**src/rtl/hrm_mem_sequencer.sv**
```systemverilog
// HRM data-memory initiator: turns one read/write request (direct or indirect)
// into the ADDR/R/srcA/wAR/wM strobe sequence for MEMORY, returning read data as a pulse.
module hrm_mem_sequencer #(
  parameter int unsigned MEM_RD_WAIT = 0
) (
  input  logic       clk,
  input  logic       rst_n,
  input  logic       req_valid,
  output logic       req_ready,
  input  logic       req_write,
  input  logic       req_ind,
  input  logic [7:0] req_addr,
  input  logic [7:0] req_data,
  output logic       rsp_valid,
  output logic [7:0] rsp_data,
  output logic [7:0] ADDR,
  output logic [7:0] R,
  output logic       srcA,
  output logic       wAR,
  output logic       wM,
  input  logic [7:0] M
);

  typedef enum logic [2:0] {
    IDLE,
    LDAR,
    WAIT1,
    LDIND,
    WAIT2,
    ACC,
    RSP
  } state_t;

  localparam bit         HAS_WAIT  = (MEM_RD_WAIT > 0);
  localparam logic [1:0] WAIT_LOAD = HAS_WAIT ? 2'(MEM_RD_WAIT - 1) : 2'd0;

  state_t     state, state_d;
  logic [1:0] cnt, cnt_d;
  logic       write_q, ind_q;
  logic [7:0] data_q;
  logic       accept;

  assign accept = req_valid && (state == IDLE);

  always_comb begin
    state_d = state;
    cnt_d   = cnt;
    case (state)
      IDLE:  if (req_valid) state_d = LDAR;
      LDAR: begin
        if (ind_q) begin
          if (HAS_WAIT) begin
            state_d = WAIT1;
            cnt_d   = WAIT_LOAD;
          end else begin
            state_d = LDIND;
          end
        end else if (write_q || !HAS_WAIT) begin
          state_d = ACC;
        end else begin
          state_d = WAIT2;
          cnt_d   = WAIT_LOAD;
        end
      end
      WAIT1: begin
        if (cnt == 2'd0) state_d = LDIND;
        else             cnt_d   = cnt - 2'd1;
      end
      LDIND: begin
        if (write_q || !HAS_WAIT) begin
          state_d = ACC;
        end else begin
          state_d = WAIT2;
          cnt_d   = WAIT_LOAD;
        end
      end
      WAIT2: begin
        if (cnt == 2'd0) state_d = ACC;
        else             cnt_d   = cnt - 2'd1;
      end
      ACC:     state_d = write_q ? IDLE : RSP;
      RSP:     state_d = IDLE;
      default: state_d = IDLE;
    endcase
  end

  // Strobes are a pure decode of registered state, so reset clears them at once.
  assign req_ready = (state == IDLE);
  assign wAR       = (state == LDAR) || (state == LDIND);
  assign srcA      = (state == LDIND);
  assign wM        = (state == ACC) && write_q;
  assign rsp_valid = (state == RSP);

  // ADDR doubles as the latched request address: loaded on accept, so it is
  // already valid in LDAR and holds until the next request.
  always_ff @(posedge clk or negedge rst_n) begin
    if (!rst_n) begin
      state    <= IDLE;
      cnt      <= '0;
      write_q  <= 1'b0;
      ind_q    <= 1'b0;
      data_q   <= '0;
      ADDR     <= '0;
      R        <= '0;
      rsp_data <= '0;
    end else begin
      state <= state_d;
      cnt   <= cnt_d;
      if (accept) begin
        write_q <= req_write;
        ind_q   <= req_ind;
        ADDR    <= req_addr;
        data_q  <= req_data;
      end
      if ((state_d == ACC) && write_q) R <= data_q;
      if ((state == ACC) && !write_q) rsp_data <= M;
    end
  end

endmodule
```
**config.mk**
```make
export PLATFORM = sky130hd
export DESIGN_NAME = hrm_mem_sequencer
export DESIGN_NICKNAME = d
export VERILOG_FILES = /design/src/rtl/hrm_mem_sequencer.sv
export SDC_FILE = /design/constraint.sdc
export NUM_CORES = 1
export LEC_CHECK = 0
export BUFFER_PORTS_ARGS = -buffer_cell sky130_fd_sc_hd__clkbuf_2
export CORE_AREA = 2 2 68 64
export DETAILED_ROUTE_END_ITERATION = 12
export DIE_AREA = 0 0 70 66
export HOLD_SLACK_MARGIN = 0.03
export PLACE_DENSITY = 0.75
export SYNTH_ARGS = -nofsm -noshare
export SYNTH_HDL_FRONTEND = slang
export SYNTH_SLANG_ARGS = --single-unit
```
**constraint.sdc**
```tcl
create_clock -name clk -period 1.9 [get_ports clk]
set_clock_uncertainty 0.2 [all_clocks]
set_input_delay 0.19 -clock clk [delete_from_list [all_inputs] [get_ports clk]]
set_output_delay 0.19 -clock clk [all_outputs]
set_load 0.03 [all_outputs]
```
Word-level counts from Yosys, hierarchy flattened --
Index checks and enable logic that the tools add are counted.
Word-level totals: register bits 39, output and inout port bits 29, logic and storage cells 33
Operators by class: add/sub/neg operators 1, equality and inequality tests 7, multiplexer cells 6, bitwise logic cells 1, reduce and logical (&&, ||, !) cells 10
Operator list (number):
- $pmux 3 s6 | 1
- $mux 3 | 5
- $eq 3x3->1 const B | 4
- $eq 3x2->1 const B | 2
- $logic_and 1x1->1 | 4
- $eq 3x1->1 const B | 1
- $logic_not 3->1 | 1
- $logic_not 2->1 | 1
- $reduce_and 2->1 | 1
- $reduce_or 2->1 | 1
- $sub 2x1->2 const B | 1
- $logic_not 1->1 | 1
- $logic_or 1x1->1 | 1
- $not 1->1 | 1

Logic depth before layout (Yosys ltp) --
depth in word-level cells 5, gate-level depth with buffers 6, depth with buffers taken out 6

Worst setup path before layout --
Ideal clock, no wire load.
path kind register -> register, start point register state[2], end point register R[0], arrival time 1774 ps, required time 1575 ps, setup slack -199 ps, stages on the path, launching flop included 6, buffers on the path 1, period minus slack after synthesis 2099 ps, path through dfrtp_1 -> buf_2 -> nor2b_1 -> o2bb2ai_1 -> nand3_4 -> mux2_4
On the way: word-level cells in the longest chain between the ends 4, elaborated cells between the ends (all ways) 12, those cells by class eq/ne: 6; mux: 4; reduce/logical: 2
RTL lines:
- start: declaration | RTL line 37 | state_t state, state_d;
- start signal: assignment | RTL line 107 | state <= state_d;
- $eq 3x3->1 (tied with other cells) | RTL line 48 | case (state)
- $pmux 3 s6 * | RTL line 48
- $eq 3x3->1 * | RTL line 115 | if ((state_d == ACC) && write_q) R <= data_q;
- $logic_and 1x1->1 * | RTL line 115
- end signal: assignment | RTL line 115
- end: declaration | RTL line 17 | output logic [7:0] R,
Mark *: on every way between the ends. The rest lies on a longest branch, timed or not. A chain may end at the register's enable or synchronous reset.

Worst setup path after layout --
start point register state[1], end point register R[6]
On the way: word-level cells in the longest chain between the ends 4, elaborated cells between the ends (all ways) 12, those cells by class eq/ne: 6; mux: 4; reduce/logical: 2
RTL lines (RTL line):
- $eq 3x3->1 (tied with other cells) | 48
- $pmux 3 s6 * | 48
- via state_d[0] | 37
- $eq 3x3->1 * | 115
- $logic_and 1x1->1 * | 115
The timed path passes the listed nets; every way through them passes the cells marked *.

==> results by group <==
Run status
  • Result of the run: finished clean

CTS
  • Cts bufs inserted: 5
  • Cell chosen for the clock root: clkbuf_8
  • Clock slew seen by the registers of the worst setup and hold paths: approximately 0.080 ns
  • Maximum root-to-sink buffer count: 2
  • CTS tree: done
  • CTS sink cnt: 39
  • Clk_lat worst skew: slightly below 0.3 ns
  • CTS H-tree lvls: 2

Layout
  • Non-Filler Instances: about 250
  • Number of antenna repair diodes: 0
  • Utilization after layout: 62.1%
  • Number of nets in the layout: between 200 and 250
  • Leading cell type in the layout, fill and taps excluded: clkbuf_2
  • Share of post-route cells with drive strength above 1: a little over half
  • Area growth, synth to finish: 47.4%
  • Commonest cells after routing, fill and taps aside: clkbuf_2, dfrtp_1, dlygate4sd3_1

Timing
  • Worst slew slack as a fraction of its limit: between 60% and 70%
  • Period Utilization, post-route: 96.9%
  • Total negative setup slack: 0 ns
  • Total count of hold-check failures in the final report: 0
  • Transition time of the tightest slew-check pin: about 0.48 ns
  • Highest clock rate: 0.543 GHz
  • Min setup slack post-route: 0.0583 ns
  • Unrepaired setup endpoints after global routing: no
  • Final min period: ~1.8 ns
  • Setup violators final: 0
  • Max Transition Viols Final: 0

Drt
  • 1st-pass router iterations: 2
  • Routed wire length: ~3.6 mm
  • Antenna Violating Nets Remaining: 0
  • Count of routing violations after the opening detailed-route iteration: 19
  • Number of vias per cell after detailed routing: ~4.8
  • Vias: between 1000 and 1500
  • DRC violations left: 0
  • Routed length per placed instance: ~14 µm

Placed design
  • Quantity of I/O buffers inserted on ports: 57
  • Final GP Congestion: roughly 0.7
  • Post-DP HPWL: between 2 and 2.5 mm
  • Cell total after placement: ~220
  • Worst setup slack before clock tree synthesis: ~0.027 ns

Global routing
  • Total routing usage reported by global routing: ~17%
  • First-pass GRT wire length: 5.84 mm
  • Maximum number of pins on one net before global-route repair: 40
  • Via count of the first global-routing pass: ~1300
  • Remaining global-route overflow: 0
  • Initial antenna violation count: 0

Synthesis
  • Count of mapped cells out of synthesis: 110
  • Post-synthesis cell type count: 29
  • Number of warnings issued by yosys: 0
  • Average size of a mapped cell: 15.0 µm²
  • Cell taking the most area after synthesis: dfrtp_1
  • Sequential cell area fraction in the yosys report: a little under 60%
  • Biggest area contributors in the synthesized netlist: dfrtp_1, mux2_2, mux2_4
  • Number of register bits inferred by synthesis: 39
  • Synth top area share: roughly 59%
  • Netlist area before placement: 1650 µm²
  • Number of nets in the synthesized netlist: 140

Power and ir drop
  • Peak supply drop: 1220 µV
  • Leakage power: 1.17 nW
  • Total power divided by cell area: between 1500 and 2000 nW/µm²

Setup path
  • Data arrival at the endpoint of the critical path: approximately 1.8 ns
  • Worst Path Required: approximately 1.9 ns
  • Class of the most critical setup path: flop to flop
  • CP cell instances: or3b_1 > o211ai_2 > nand3_4 > mux2_4
  • Cell class contributing the biggest share of worst-path delay: simple AND/OR/NAND/NOR gates
  • Maximum single-stage delay on the critical path: about 0.45 ns
  • Number of buffer and inverter stages on the critical path: 0
  • Peak fanout along the critical path: 8
  • Crit path max-delay cell type: dfrtp_2
  • Sort of element at the start of the critical path: flop
  • Endpoint class of the critical path: flop

Die
  • Die span in y: roughly 66 µm
  • Area of the core: roughly 3900 µm²
  • Die Footprint: between 4000 and 5000 µm²
  • Chip Width: 70 µm
  • I/O pin count: just under 60
  • Initial core utilization: 42.2%
  • Site Rows: 22

Job
  • Count of maximum capacitance violations: 0

Worst hold path
  • Path category of the worst min-delay check: input pin to flop
[power by group]
part	total [mW]	internal, mW	switching [mW]
registers	1.54	1.24	0.294
clock network	0.593	0.296	0.297
logic	2.05	0.903	1.14
[tightest hold or removal path, delay by kind of cell]
| kind | cells | cell delay [ns] |
|---|---|---|
| AND/OR/NAND/NOR | 1 | 0.17 |
| AO/OA/AOI/OAI | 1 | 0.13 |
| buffers and inverters | 1 | 0.10 |
[registers in the layout (all words and copies together), names as in the netlist]
signal	cells
ind_q	1
write_q	1
state	3
rsp_data	8
R	8
data_q	8
ADDR	8
cnt	2
[path summary, 6_finish.rpt]
| kind | startpoint | end | slack [ns] | depth (start not counted) |
|---|---|---|---|---|
| min | req_valid | state[0] | 0.16 | 3 |
| max reg2reg | state[1] | R[6] | 0.06 | 4 |
| max | state[1] | R[6] | 0.06 | 4 |
| max in group asynchronous | rst_n | state[2] | 0.87 | 3 |
| min in group asynchronous | rst_n | ADDR[2] | 0.27 | 3 |
| min reg2reg | cnt[0] | cnt[0] | 0.29 | 1 |
[kinds of logic after synthesis]
| kind of cell | share of synthesized area, % |
|---|---|
| multiplexers | 25.0 |
| AO/OA/AOI/OAI | 3.87 |
| flip-flops | 59.2 |
| adder cells (fa/ha/maj) | 0.759 |
| AND/OR/NAND/NOR | 7.90 |
| buffers and inverters | 2.73 |
| XOR/XNOR | 0.532 |
[metrics by stage]
step	hold WS, ns	area (µm²)	total power, mW
after detailed placement	0.0684	2010	3.50
after global routing	0.182	2430	4.41
after global placement	0.0567	2010	3.39
after floorplan	-0.306	1650	2.94
final	0.157	2430	4.17
after CTS	0.154	2370	4.13
[cell type report]
| class | count | area (µm²) |
|---|---|---|
| Sequential cell | 39 | 980 |
| Tap cell | 48 | 60.1 |
| Multi-Input combinational cell | 63 | 654 |
| Clock buffer | 6 | 82.6 |
| Inverter | 3 | 11.3 |
| Timing Repair Buffer | 91 | 624 |
| Fill cell | 295 | 1480 |
| Clock inverter | 2 | 16.3 |
[synth_stat cells]
| library cell | count |
|---|---|
| mux2_2 | 19 |
| ha_1 | 1 |
| nor3b_4 | 1 |
| mux2_1 | 6 |
| or3b_1 | 1 |
| inv_1 | 3 |
| buf_2 | 3 |
| o2bb2ai_1 | 1 |
| nor2_1 | 2 |
| o22ai_1 | 1 |
| nand2_1 | 4 |
| buf_6 | 1 |
| nand2b_1 | 4 |
| dfrtp_1 | 39 |
| nor3_1 | 1 |
| nand4bb_1 | 1 |
| a21o_1 | 1 |
| a211o_1 | 1 |
| o211ai_2 | 1 |
| nor2b_1 | 1 |
| buf_4 | 1 |
| mux2i_1 | 1 |
| xnor2_1 | 1 |
| o21ai_0 | 2 |
| and2_1 | 1 |
| nand3_4 | 1 |
| mux2_4 | 8 |
| a21oi_1 | 2 |
| nor4b_1 | 1 |
[layer usage]
layer / vias up / global-route usage (%) / share of wire, %
li1: 566 / - / -
met1: 608 / 18.3 / 41
met2: 37 / 31.0 / 54
met3: 2 / 6.25 / 5.5
met4: 0 / 3.61 / 0.22
met5: - / 0 / 0
[repair_timing]
action | in CTS | in global routing
hold endpoints to repair | 65 | 0
setup endpoints to repair | 0 | 34
setup buffers | 0 | 2
gates resized for setup | 0 | 9
hold buffers | 27 | 0
Power figures use the tool's default switching activity.
